==> src/rtl/multicycle_main_control.sv <==
// Main control FSM for the multi-cycle RV32I datapath (R-type, load, store, beq; others trap).
// Define RETIRE_COUNT_EN to add the retire_count port and its CNT_W-bit counter.
module multicycle_main_control #(
  parameter int unsigned CNT_W = 32
) (
  input  logic             clk,
  input  logic             reset,
  input  logic [6:0]       opcode,
  input  logic             zero,
  input  logic             mem_ready,
  output logic             mem_req,
  output logic             mem_we,
  output logic             IorD,
  output logic             IRWrite,
  output logic             PCWrite,
  output logic             PCSource,
  output logic             ALUSrcA,
  output logic [1:0]       ALUSrcB,
  output logic [1:0]       ALUOp,
  output logic             RegWrite,
  output logic             MemtoReg,
  output logic             instr_done,
  output logic             illegal_instr
`ifdef RETIRE_COUNT_EN
  ,
  output logic [CNT_W-1:0] retire_count
`endif
);

  localparam logic [6:0] OpRtype = 7'b0110011;
  localparam logic [6:0] OpLoad  = 7'b0000011;
  localparam logic [6:0] OpStore = 7'b0100011;
  localparam logic [6:0] OpBeq   = 7'b1100011;

  typedef enum logic [3:0] {
    StFetch    = 4'd0,
    StDecode   = 4'd1,
    StMemAdr   = 4'd2,
    StMemRead  = 4'd3,
    StMemWb    = 4'd4,
    StMemWrite = 4'd5,
    StExecR    = 4'd6,
    StAluWb    = 4'd7,
    StBeq      = 4'd8,
    StTrap     = 4'd9
  } state_e;

  if (CNT_W < 1) begin : g_cnt_w_check
    $error("CNT_W must be at least 1");
  end

  state_e state_q, state_d;

  always_ff @(posedge clk) begin
    if (reset) state_q <= StFetch;
    else       state_q <= state_d;
  end

  always_comb begin
    state_d = StFetch;
    case (state_q)
      StFetch:    state_d = mem_ready ? StDecode : StFetch;
      StDecode: begin
        if (opcode == OpLoad || opcode == OpStore) state_d = StMemAdr;
        else if (opcode == OpRtype)                state_d = StExecR;
        else if (opcode == OpBeq)                  state_d = StBeq;
        else                                       state_d = StTrap;
      end
      StMemAdr:   state_d = (opcode == OpStore) ? StMemWrite : StMemRead;
      StMemRead:  state_d = mem_ready ? StMemWb : StMemRead;
      StMemWb:    state_d = StFetch;
      StMemWrite: state_d = mem_ready ? StFetch : StMemWrite;
      StExecR:    state_d = StAluWb;
      StAluWb:    state_d = StFetch;
      StBeq:      state_d = StFetch;
      StTrap:     state_d = StFetch;
      default:    state_d = StFetch;
    endcase
  end

  // Reset overrides decode so an abandoned instruction fires no enable in the reset cycle.
  always_comb begin
    mem_req       = 1'b0;
    mem_we        = 1'b0;
    IorD          = 1'b0;
    IRWrite       = 1'b0;
    PCWrite       = 1'b0;
    PCSource      = 1'b0;
    ALUSrcA       = 1'b0;
    ALUSrcB       = 2'b00;
    ALUOp         = 2'b00;
    RegWrite      = 1'b0;
    MemtoReg      = 1'b0;
    instr_done    = 1'b0;
    illegal_instr = 1'b0;
    if (!reset) begin
      case (state_q)
        StFetch: begin
          mem_req = 1'b1;
          ALUSrcB = 2'b01;
          IRWrite = mem_ready;
          PCWrite = mem_ready;
        end
        StDecode:   ALUSrcB = 2'b11;
        StMemAdr: begin
          ALUSrcA = 1'b1;
          ALUSrcB = 2'b10;
        end
        StMemRead: begin
          mem_req = 1'b1;
          IorD    = 1'b1;
        end
        StMemWb: begin
          RegWrite   = 1'b1;
          MemtoReg   = 1'b1;
          instr_done = 1'b1;
        end
        StMemWrite: begin
          mem_req    = 1'b1;
          mem_we     = 1'b1;
          IorD       = 1'b1;
          instr_done = mem_ready;
        end
        StExecR: begin
          ALUSrcA = 1'b1;
          ALUOp   = 2'b10;
        end
        StAluWb: begin
          RegWrite   = 1'b1;
          instr_done = 1'b1;
        end
        StBeq: begin
          ALUSrcA    = 1'b1;
          ALUOp      = 2'b01;
          PCSource   = 1'b1;
          PCWrite    = zero;
          instr_done = 1'b1;
        end
        StTrap: begin
          illegal_instr = 1'b1;
          instr_done    = 1'b1;
        end
        default: ;
      endcase
    end
  end

`ifdef RETIRE_COUNT_EN
  logic [CNT_W-1:0] retire_q;

  // Traps finish an instruction slot but retire nothing.
  always_ff @(posedge clk) begin
    if (reset)                               retire_q <= '0;
    else if (instr_done && state_q != StTrap) retire_q <= retire_q + CNT_W'(1);
  end

  assign retire_count = retire_q;
`endif

endmodule

==> config.mk <==
export PLATFORM = sky130hd
export DESIGN_NAME = multicycle_main_control
export DESIGN_NICKNAME = d
export VERILOG_FILES = /design/src/rtl/multicycle_main_control.sv
export SDC_FILE = /design/constraint.sdc
export NUM_CORES = 1
export LEC_CHECK = 0
export CAP_MARGIN = 20
export CORE_AREA = 2 2 44 46
export DETAILED_ROUTE_END_ITERATION = 12
export DIE_AREA = 0 0 46 48
export PLACE_DENSITY = 0.65
export RECOVER_POWER = 25
export SYNTH_ARGS = -nofsm -noshare
export SYNTH_HDL_FRONTEND = slang
export SYNTH_SLANG_ARGS = --single-unit
==> constraint.sdc <==
create_clock -name clk -period 2.5 [get_ports clk]
set_input_delay 0.5 -clock clk [delete_from_list [all_inputs] [get_ports clk]]
set_output_delay 0.5 -clock clk [all_outputs]
set_load 0.02 [all_outputs]
# Word level (Yosys, flattened, before mapping)
# Cells that the tools add are included.
[totals]
output_inout_bits = 15
regBits = 4
in_bits = 11
wordCells = 55
[op_classes]
mux = 34
n_reduce_logical = 7
n_eq_ne = 13
[op_table]
columns = ["op", "count"]
rows = [
  ["$pmux W4 S6", 1],
  ["$mux W1", 22],
  ["$eq A4 B3 Y1 const B", 4],
  ["$eq A7 B6 Y1 const B", 2],
  ["$mux W3", 3],
  ["$eq A4 B2 Y1 const B", 2],
  ["$eq A4 B4 Y1 const B", 2],
  ["$mux W4", 2],
  ["$eq A7 B2 Y1 const B", 1],
  ["$eq A7 B7 Y1 const B", 1],
  ["$pmux W2 S3", 1],
  ["$reduce_or A3 Y1", 2],
  ["$eq A4 B1 Y1 const B", 1],
  ["$logic_not A4 Y1", 1],
  ["$mux W2", 2],
  ["$pmux W1 S2", 2],
  ["$pmux W2 S2", 1],
  ["$reduce_or A2 Y1", 2],
  ["$reduce_or A4 Y1", 1],
  ["$logic_or A1 B1 Y1", 1],
]

# Depth between registers and ports, before layout
[depth]
ltp_word = 5
depth_mapped = 5
mapped_depth_nobuf = 4

# Worst setup path after synthesis
# Ideal clock, no wire load.
[synth_path]
path_kind = "input-to-output"
from = "input reset"
to = "output PCWrite"
cell_stages = 3
path_slack_ps = 268
n_path_buf = 1
t_arrival_ps = 1732
required_ps = 2000
cell_sequence = "buf_2 -> nor4_1 -> a21o_1"
[synth_via]
elab_chain_len = 1
[synth_lines]
columns = ["element", "line_no", "source"]
rows = [
  ["start, declared", "7", "input logic reset,"],
  ["$mux W1", "96", "if (!reset) begin"],
  ["end, declared", "15", "output logic PCWrite,"],
]
# No other way between the ends.

# Final worst setup path
# Same ends and word-level chain as after synthesis.

==> results.md <==
* Status: complete, no violations
* Clock Tree Buf Depth at 2
* CP startpoint kind: input pin
* Starting DRT DRC Count at 8
* Vias at 588
* P per Cell Area at 407 mW/mm²
* Clk root buf: clkbuf_4
* Number of flip-flops under the largest register name at 4
* Post-synth EDFFs at 0
* Hold_sp: state_q[1]
* WL per Instance at 11.9 µm
* Worst Hold End: state_q[1]
* Hold WS at 632 ps
* Mapped Cells at 68
* Clock latency on the worst-skew pair at 240 ps
* M3 GR Usage at 1.13%
* Hold depth at 2
* Initial Util at 29.0%
* H-tree depth at 1
* GRT overflow at 0
* Pre-CTS setup slack at -216 ps
* Clk_skew at 4.46 ps
* Worst-margin pin slew at 294 ps
* Largest net degree at the start of global routing at 16
* Reg2Reg Depth at 5
* Worst Path Max Fanout at 6
* Slew headroom at 80.4%
* Worst flop-to-flop path endpoint: state_q[0]
* Ant diodes at 0
* WS Path Type: input pin to primary output
* Clock Pin Slew Worst Setup and Hold Paths at 30 ps
* Worst Slack Setup Final at 147 ps
* Final period util at 94.1%
* Synth warn at 0
* Leakage power at 0.391 nW
* Vias per std cell at 5.11
* Post-DP HPWL at 1120 µm
* Post-route ant nets at 0
* Synthesized cell area at 490 µm²
* Fmax achieved at 0.425 GHz
* Max-cap viol count at 0
* Reg-to-Reg Start: state_q[0]
* First-pass GRT wire length at 2080 µm
* Most flops, register: state_q
* Max IR drop VDD at 0.217 mV
* Most frequent cells in the layout: 14 x dlygate4sd2_1, 9 x clkdlybuf4s50_1, 7 x buf_4
* R2R Setup Slk at 830 ps
* Worst Setup End Kind: primary output
* Final Hold Vio Count at 0
* Num CTS Buffers at 3
* Yosys top cell area share at 16.3%
* Busiest grt layer: met2
* Input/output buffers at 25
* Area growth from synthesis to layout at 61.0%
* Min Tclk post-route at 2350 ps
* Io pins at 26
* Final setup fails at 0
* Share of cells above drive strength 1 at 15.3%
* CTS tree: built
* Arrival time worst endpoint at 1850 ps
* Die outline width at 46 µm
* Netlist cell types at 31
* GR met2 Demand/Resource at 23.6%
* Hold_buf cts at 0
* Die H at 48 µm
* Leading cell type in the layout, fill and taps excluded: dlygate4sd2_1
* Final net count at 111
* Largest regs: state_q: 4 flops
* DRC viols at 0
* Post-synthesis net count at 79
* Predominant post-synthesis flop cell: dfxtp_1
* Area leader, netlist: dfxtp_1
* Core ar. at 0.00169 mm²
* Vias in the first global route at 510
* First drt pass iteration count at 5
* Seq/Total Area, Yosys at 16.3%
* Top cells by area, synth: dfxtp_1 16%, a21oi_1 5.1%, and3_1 5.1%
* Hold crit path type: register to register
* Met1 usage at 15.3%
* Fillcell total at 188
* DIE AREA at 0.00221 mm²
* Row cnt at 15
* Post-synth ARST share at 0%
* Fin. max-slew vios at 0
* Final wirelength at 1370 µm
* RePlAce Congestion at 0.887
* Clock Sinks at 4
* Overall routing resource usage at 13.1%
* Seq cells post-synth at 4
* RSZ-0062 raised after global routing: no
* Worst EP required at 2000 ps
* Number of antenna violations at the first check in global routing at 0
* Synthesized area per cell at 7.21 µm²
[cell families (layout without fill, tap and decap cells)]
kind of cell,Yosys count,count (layout),synth area share [%]
compound gates,15,15,21.2
xor+xnor,2,2,3.57
fa+ha+maj,1,1,2.04
buf+inv,10,40,11.5
flops,4,4,16.3
mux,3,3,7.40
simple gates,33,33,38.0
[report_power, final]
part	switching (mW)	internal [mW]
Sequential	0.0108	0.0705
Clock	0.0276	0.0537
Combinational	0.0833	0.0752
[per-stage QoR]
stage | total power, mW | instances | area, µm² | setup TNS (ps) | utilization [%]
global route | 0.341 | 115 | 790 | 0 | 46.7
CTS | 0.330 | 115 | 798 | 0 | 47.3
floorplan | 0.183 | 68 | 490 | 0 | -
global placement | 0.254 | 112 | 781 | -575 | 46.2
finish | 0.321 | 115 | 790 | 0 | 46.7
detailed placement | 0.257 | 112 | 781 | -936 | 46.2
[synth_stat cells, types with 2 or more instances]
cell type  count
nand2_1        5
nor3b_1        2
a21o_1         2
buf_2          3
dfxtp_1        4
nor4_1         4
nor2_1         6
buf_4          2
nand3_1        2
nand2b_1       3
a21oi_1        5
and3_1         4
a211oi_1       2
inv_1          4
nor3_1         4
[worst max-delay path, stage by stage]
cell and delay, ps:
clkdlybuf4s50_1 520, nor3_2 220, and3_1 210, a21o_1 80, dlygate4sd2_1 320
[what timing repair did]
item,4_1_cts,5_1_grt
endpoints found under the setup margin,15,1
pin swaps,0,0
cloned,0,0
buffers inserted,0,0
gates resized for setup,17,1
[worst max-delay path by stage]
| stage | from | end | depth (start not counted) |
|---|---|---|---|
| 3_3_place_gp | reset | PCWrite | 5 |
| 6_report | reset | PCWrite | 5 |
| 3_5_place_dp | reset | PCWrite | 5 |
| 4_1_cts | mem_ready | instr_done | 4 |
| 2_1_floorplan | reset | PCWrite | 3 |
| 5_1_grt | reset | ALUOp[1] | 6 |
[cell type report]
type	instances	area (µm²)	area share [%]
tap	17	21.3	2.69
sequential	4	81.3	10.3
timing repair buffer	33	292	36.9
multi-input combinational	54	358	45.3
clock buffer	3	22.5	2.85
inverter	4	15.0	1.90
[routing by layer]
metal / share of wire [%] / vias to the layer above / wire length (µm)
li1: - / 305 / -
met1: 46 / 256 / 628
met2: 47 / 25 / 648
met3: 5.8 / 2 / 79
met4: 0.80 / 0 / 11
met5: 0 / - / 0
(Power assumes the default switching activity.)
